**src/rtl/fp32_norm_sequencer_if.sv**
```systemverilog
// Handshake bundle for fp32_norm_sequencer: operand channel, result channel and busy status.
// master = producer/consumer side, slave = the sequencer.
interface fp32_norm_sequencer_if;
  logic        in_valid;
  logic        in_ready;
  logic [24:0] res;
  logic [7:0]  exp_base;
  logic        out_valid;
  logic        out_ready;
  logic [23:0] man_res;
  logic [7:0]  exp_res;
  logic        overflow;
  logic        busy;

  modport master (
    output in_valid, res, exp_base, out_ready,
    input  in_ready, out_valid, man_res, exp_res, overflow, busy
  );

  modport slave (
    input  in_valid, res, exp_base, out_ready,
    output in_ready, out_valid, man_res, exp_res, overflow, busy
  );
endinterface

```
**src/rtl/fp32_norm_sequencer.sv**
```systemverilog
// Iterative FP32 post-add normalizer: up to SHIFT_PER_CYCLE left shifts per clock, one op in flight.
// Optional macro NORM_ZERO_DETECT_EN sends an all-zero mantissa straight to DONE.
module fp32_norm_sequencer #(
  parameter int unsigned SHIFT_PER_CYCLE = 1
) (
  input  logic                  clk,
  input  logic                  rst,
  fp32_norm_sequencer_if.slave  bus
);

  typedef enum logic [1:0] {StIdle, StShift, StDone} state_e;

  state_e      state_q, state_d;
  // Bit 24 of the work mantissa is always zero after capture, so only 24 bits are kept.
  logic [23:0] m_q, m_d;
  logic [8:0]  e_q, e_d;
  logic [23:0] m_sh;
  logic [8:0]  e_sh;

  // Chained shift steps; once a step's condition fails the rest stay no-ops.
  always_comb begin
    m_sh = m_q;
    e_sh = e_q;
    for (int unsigned i = 0; i < SHIFT_PER_CYCLE; i++) begin
      if (!m_sh[23] && (e_sh != 9'd0)) begin
        m_sh = {m_sh[22:0], 1'b0};
        e_sh = e_sh - 9'd1;
      end
    end
  end

  always_comb begin
    state_d = state_q;
    m_d     = m_q;
    e_d     = e_q;
    unique case (state_q)
      StIdle: begin
        if (bus.in_valid) begin
          if (bus.res[24]) begin
            m_d     = bus.res[24:1];
            e_d     = {1'b0, bus.exp_base} + 9'd1;
            state_d = StDone;
          end
`ifdef NORM_ZERO_DETECT_EN
          else if (bus.res == 25'd0) begin
            m_d     = '0;
            e_d     = '0;
            state_d = StDone;
          end
`endif
          else begin
            m_d     = bus.res[23:0];
            e_d     = {1'b0, bus.exp_base};
            state_d = (bus.res[23] || (bus.exp_base == 8'd0)) ? StDone : StShift;
          end
        end
      end
      StShift: begin
        m_d = m_sh;
        e_d = e_sh;
        if (m_sh[23] || (e_sh == 9'd0)) state_d = StDone;
      end
      StDone: begin
        if (bus.out_ready) state_d = StIdle;
      end
      default: state_d = StIdle;
    endcase
  end

  always_ff @(posedge clk) begin
    if (rst) begin
      state_q <= StIdle;
      m_q     <= '0;
      e_q     <= '0;
    end else begin
      state_q <= state_d;
      m_q     <= m_d;
      e_q     <= e_d;
    end
  end

  assign bus.in_ready  = (state_q == StIdle) && !rst;
  assign bus.out_valid = (state_q == StDone);
  assign bus.man_res   = m_q;
  assign bus.exp_res   = e_q[7:0];
  assign bus.overflow  = (e_q >= 9'd255);
  assign bus.busy      = (state_q != StIdle);

endmodule

```
**src/flat_wrapper.sv**
```systemverilog
// flat-port wrapper written by rule: the top's interface ports become plain ports
module fp32_norm_sequencer_flat 
#(
  parameter int unsigned SHIFT_PER_CYCLE = 1
)
  (clk, rst, bus_in_valid, bus_res, bus_exp_base, bus_out_ready, bus_in_ready, bus_out_valid, bus_man_res, bus_exp_res, bus_overflow, bus_busy);
  fp32_norm_sequencer_if bus_i ();
  input  logic clk;
  input  logic rst;
  input wire logic [$bits(bus_i.in_valid)-1:0] bus_in_valid;
  input wire logic [$bits(bus_i.res)-1:0] bus_res;
  input wire logic [$bits(bus_i.exp_base)-1:0] bus_exp_base;
  input wire logic [$bits(bus_i.out_ready)-1:0] bus_out_ready;
  output wire logic [$bits(bus_i.in_ready)-1:0] bus_in_ready;
  output wire logic [$bits(bus_i.out_valid)-1:0] bus_out_valid;
  output wire logic [$bits(bus_i.man_res)-1:0] bus_man_res;
  output wire logic [$bits(bus_i.exp_res)-1:0] bus_exp_res;
  output wire logic [$bits(bus_i.overflow)-1:0] bus_overflow;
  output wire logic [$bits(bus_i.busy)-1:0] bus_busy;
  assign bus_i.in_valid = bus_in_valid;
  assign bus_i.res = bus_res;
  assign bus_i.exp_base = bus_exp_base;
  assign bus_i.out_ready = bus_out_ready;
  assign bus_in_ready = bus_i.in_ready;
  assign bus_out_valid = bus_i.out_valid;
  assign bus_man_res = bus_i.man_res;
  assign bus_exp_res = bus_i.exp_res;
  assign bus_overflow = bus_i.overflow;
  assign bus_busy = bus_i.busy;
  fp32_norm_sequencer #(.SHIFT_PER_CYCLE(SHIFT_PER_CYCLE)) u_core (.clk(clk), .rst(rst), .bus(bus_i));
endmodule
```
**config.mk**
```make
export PLATFORM = sky130hd
export DESIGN_NAME = fp32_norm_sequencer_flat
export DESIGN_NICKNAME = d
export VERILOG_FILES = /design/src/rtl/fp32_norm_sequencer_if.sv /design/src/rtl/fp32_norm_sequencer.sv /design/src/flat_wrapper.sv
export SDC_FILE = /design/constraint.sdc
export NUM_CORES = 1
export LEC_CHECK = 0
export CORE_MARGIN = 1.5
export CORE_UTILIZATION = 30
export CTS_BUF_LIST = sky130_fd_sc_hd__clkbuf_2 sky130_fd_sc_hd__clkbuf_4 sky130_fd_sc_hd__clkbuf_8
export CTS_CLUSTER_SIZE = 20
export DETAILED_ROUTE_END_ITERATION = 12
export PLACE_DENSITY = 0.58
export SLEW_MARGIN = 20
export SYNTH_ARGS = -nofsm -noshare
export SYNTH_HDL_FRONTEND = slang
export SYNTH_SLANG_ARGS = --single-unit
```
**constraint.sdc**
```tcl
create_clock -name clk -period 2.7 [get_ports clk]
set_clock_uncertainty 0.1 [all_clocks]
set_input_delay 0.405 -clock clk [delete_from_list [all_inputs] [get_ports clk]]
set_output_delay 0.405 -clock clk [all_outputs]
set_load 0.01 [all_outputs]
```
==> flow_results.org <==
** Clock tree
- # H-tree levels :: 2
- CTS tree :: built
- After clock tree synthesis, the clock-pin slew on the worst setup and hold paths is 0.07 ns.
- CTS sink cnt :: 35
- Worst-Skew Late Latency :: 0.28 ns
- The root buffer cell chosen for the clock tree is sky130_fd_sc_hd__clkbuf_8.
- Post_cts resized :: 0
- For this design, the CTS-stage hold fixing added 0 buffers.
- Post-CTS timing repair inserted 0 buffers for setup.
- TritonCTS Buffers :: 5
- Counting along the longest clock path gives a buffer depth of 2.

** Place
- Total of buffers placed on input and output ports :: 72
- The number of placed instances, taps included, is 486.
- Final HPWL DP :: 5.50 mm
- Weighted congestion at the end of routability-driven global placement :: 0.882

** Run
- The tool flagged a number of max-cap violations equal to 0.

** Die
- The die is 96.2 um wide.
- The floorplan step defined a die boundary enclosing 9260 sq um.
- Std-Cell Rows :: 33
- The core region is 8300 sq um.
- For this configuration, the core starts out at a cell density of 31.4%.
- Number of primary I/O pins :: 73
- In this run the vertical extent of the chip is 96.2 um.

** Final layout
- Relative to the synthesized area, the layout overhead comes to 31.7%.
- At the end of the flow, the number of nets in the layout was 429.
- Share of cells above drive strength 1 :: 8.23%
- Post-layout instance count excluding filler cells :: ~500
- Antenna diode count :: 0

** Power and ir drop
- Sequential cells account for 28.1% of the total power.
- The worst-case IR drop observed on VDD is 284 uV.
- Pwr/cell area :: roughly 930 nW/um^2
- Combinational group share of total power :: 58.4%
- The internal power of the cells totals 1.78 mW.
- In this run the static leakage power is 1.30 nW.
- Psw :: 1.42 mW
- Clock power frac :: 13.5%
- In this run switching power makes up 44.4% of total power.

** Yosys
- After synthesis, flip-flops and latches occupy 26.9% of the total area.
- Of all flip-flops after synthesis, the portion carrying an async set or reset was 0%.
- Count of mapped cells out of synthesis :: roughly 340
- The synthesized netlist occupies a cell area of 2610 sq um.
- Number of library cell types mapped by synthesis :: 54
- Synthesis inferred 35 register bits.
- For this run, the leading register cell type out of synthesis is sky130_fd_sc_hd__dfxtp_1.
- Counting every net in the synthesized netlist gives approximately 380.
- Number of flops mapped to enable cells by yosys :: 0
- Synthesized area per cell :: slightly below 8 sq um
- Warnings, synthesis :: 0

** Worst setup path
- Startpoint of the worst-slack reg-to-reg timing path :: u_core.e_q[0]
- Of all nets on the critical path, the largest fanout is 9.
- Data on the critical path is required at its endpoint by 2.19 ns.
- Start-to-end type of the worst setup path :: reg2out
- STA classifies the critical path endpoint as an output pin.
- The endpoint identified for the worst register-to-register timing path is u_core.bus.man_res[19].
- Tracing the worst setup path back leads to its startpoint at u_core.e_q[7].
- End point of the critical path :: bus_overflow
- Register-to-register setup slack :: roughly 0.37 ns
- For the worst setup path, the data arrival time is 1.87 ns.
- Logic depth of the worst register-to-register path :: 8
- STA classifies the critical path startpoint as a flop.

** GRT
- Number of antenna violations at the first check in global routing :: 0
- Combined global-route utilization of all metal layers :: 17.2%
- Summed over all layers, the global routing overflow is 0.
- Entering global routing, the biggest net connects 46 pins.
- Global-route wire length before repair :: 12.5 mm
- The via count of the first global-routing pass is 2526.

** Routing
- The count of nets left with antenna violations once routing finished came out at 0.
- The final layout contains routed wiring with a total length of 7.64 mm.
- Remaining routing DRC violations :: 0
- Iter 0 DRT Violations :: 107
- The routed layout has 2677 vias.
- After detailed routing, the average wire length per cell comes to 15.5 um.
- Via/cell ratio :: around 5.4
- For this run, the detailed router's first-pass iteration total came to 4.

** Run status
- The flow ran to the end, and the final reports show no timing, DRC or antenna violations.

** Timing
- Count of endpoints failing hold in the final timing report :: 0
- At the pin with the least slew margin, the transition time is 0.659 ns.
- Final number of setup-violating endpoints :: 0
- Final min period :: 2.38 ns
- Static timing analysis puts the maximum clock frequency at 421 MHz.
- The number of max-slew violations in the final report is 0.
- Share of the clock period used by the worst path after layout :: 88.1%
- In the final timing run, aggregate negative setup slack is 0 ns.
- Setup repair after global routing missed its margin :: no
- Hold_ws :: ~0.37 ns
- Max_slew headroom :: 56.0%

** Worst hold path
- Class of the most critical hold timing path :: reg2reg
[per-layer routing]
layer | track usage, % | vias up | routed length [um]
li1 | - | 1334 | -
met1 | 22.5 | 1238 | 3440
met2 | 27.9 | 99 | 3500
met3 | 4.66 | 6 | 620
met4 | 4.04 | 0 | 76
met5 | 0 | - | 0
[worst min path at each step]
stage | start | end | slack (ns) | cells after the start
2_1_floorplan | u_core.bus.man_res[0] | u_core.bus.man_res[0] | 0.39 | 2
3_3_place_gp | u_core.bus.man_res[0] | u_core.bus.man_res[0] | 0.36 | 2
3_5_place_dp | u_core.bus.man_res[0] | u_core.bus.man_res[0] | 0.36 | 2
4_1_cts | u_core.bus.man_res[0] | u_core.bus.man_res[0] | 0.38 | 2
5_1_grt | u_core.bus.man_res[3] | u_core.bus.man_res[3] | 0.40 | 2
6_report | u_core.bus.man_res[17] | u_core.bus.man_res[17] | 0.37 | 2
[synthesized netlist by cell type (all sizes together) (2+ instances only)]
cell type | instances | area (sq um)
or4b | 2 | 23.8
a21oi | 60 | 300
nor2 | 13 | 48.8
ha | 4 | 50.1
dfxtp | 35 | 701
mux2i | 23 | 230
a31oi | 4 | 31.3
nand2b | 3 | 18.8
inv | 10 | 37.5
xnor2 | 3 | 26.3
o211ai | 5 | 37.5
xor2 | 3 | 26.3
or4 | 2 | 15.0
nand3 | 7 | 35.0
or3 | 3 | 18.8
nor2b | 5 | 31.3
a211oi | 4 | 30.0
or2 | 2 | 12.5
clkbuf | 15 | 57.6
and3 | 2 | 12.5
nor4b | 2 | 17.5
nand2 | 35 | 131
buf | 24 | 164
nor4 | 3 | 33.8
a221oi | 2 | 23.8
o21ai | 11 | 55.1
nor3 | 9 | 45.0
nand3b | 2 | 15.0
o31ai | 2 | 15.0
nand4 | 5 | 31.3
a211o | 23 | 201
[power groups by stage]
stage | logic, mW | clock network (mW) | registers (mW)
after detailed placement | 1.87 | 0 | 0.908
after CTS | 1.88 | 0.445 | 0.899
after floorplan | 1.28 | 0 | 0.837
after global routing | 2.06 | 0.466 | 0.928
final | 1.87 | 0.432 | 0.899
after global placement | 1.86 | 0 | 0.907
[stage by stage]
step / cell area (sq um) / utilization, % / worst slack, ns / total power, mW
after detailed placement: 3330 / 40.1 / 0.223 / 2.78
after floorplan: 2610 / - / 0.434 / 2.12
after CTS: 3430 / 41.4 / 0.306 / 3.22
after global placement: 3330 / 40.1 / 0.273 / 2.77
after global routing: 3430 / 41.4 / 0.196 / 3.46
final: 3430 / 41.4 / 0.322 / 3.20
[layout by cell type, fill, tap and decap left out, drive strengths merged, types with 2 or more instances in the layout]
cell type      count
nor3               9
nand2             35
buf               12
a211oi             4
clkdlybuf4s50     71
or3                3
inv               10
o21ai             11
a31oi              4
ha                 4
nand2b             3
or2                2
nor4               3
o31ai              2
nand4              5
nor4b              2
or4                2
nor2b              5
or4b               2
o211ai             5
a221oi             2
and3               2
clkbuf             7
xnor2              3
mux2i             23
nand3b             2
nor2              13
nand3              7
dfxtp             35
xor2               3
a211o             23
a21oi             60
[worst max-delay path, stage by stage (launching register included)]
cell and delay (ns):
sky130_fd_sc_hd__dfxtp_1 0.62, sky130_fd_sc_hd__nand4_1 0.15, sky130_fd_sc_hd__o31ai_1 0.25, sky130_fd_sc_hd__clkdlybuf4s50_1 0.57
[logic make-up (layout without fill, tap and decap cells)]
kind of cell	count (synthesis)	count (layout)	synth area share (%)
simple gates	98	98	19.8
buf+inv	49	101	9.93
mux	24	24	9.26
compound gates	121	121	30.2
flops	35	35	26.9
fa+ha+maj	4	4	1.92
xor+xnor	6	6	2.02
[final cells by class]
type	instances	area, sq um
fillers	832	4870
multi-input cells	253	1660
repair buffers	83	798
flip-flops and latches	35	701
well taps	105	131
clock buffers	7	96.3
inverters	10	37.5
clock inverters	1	7.51
[registers in the layout, summed over array words and instances, names as in the netlist]
signal and cells:
u_core.bus.man_res 24, u_core.e_q 9, u_core.state_q 2
Power figures use the tool's default switching activity.
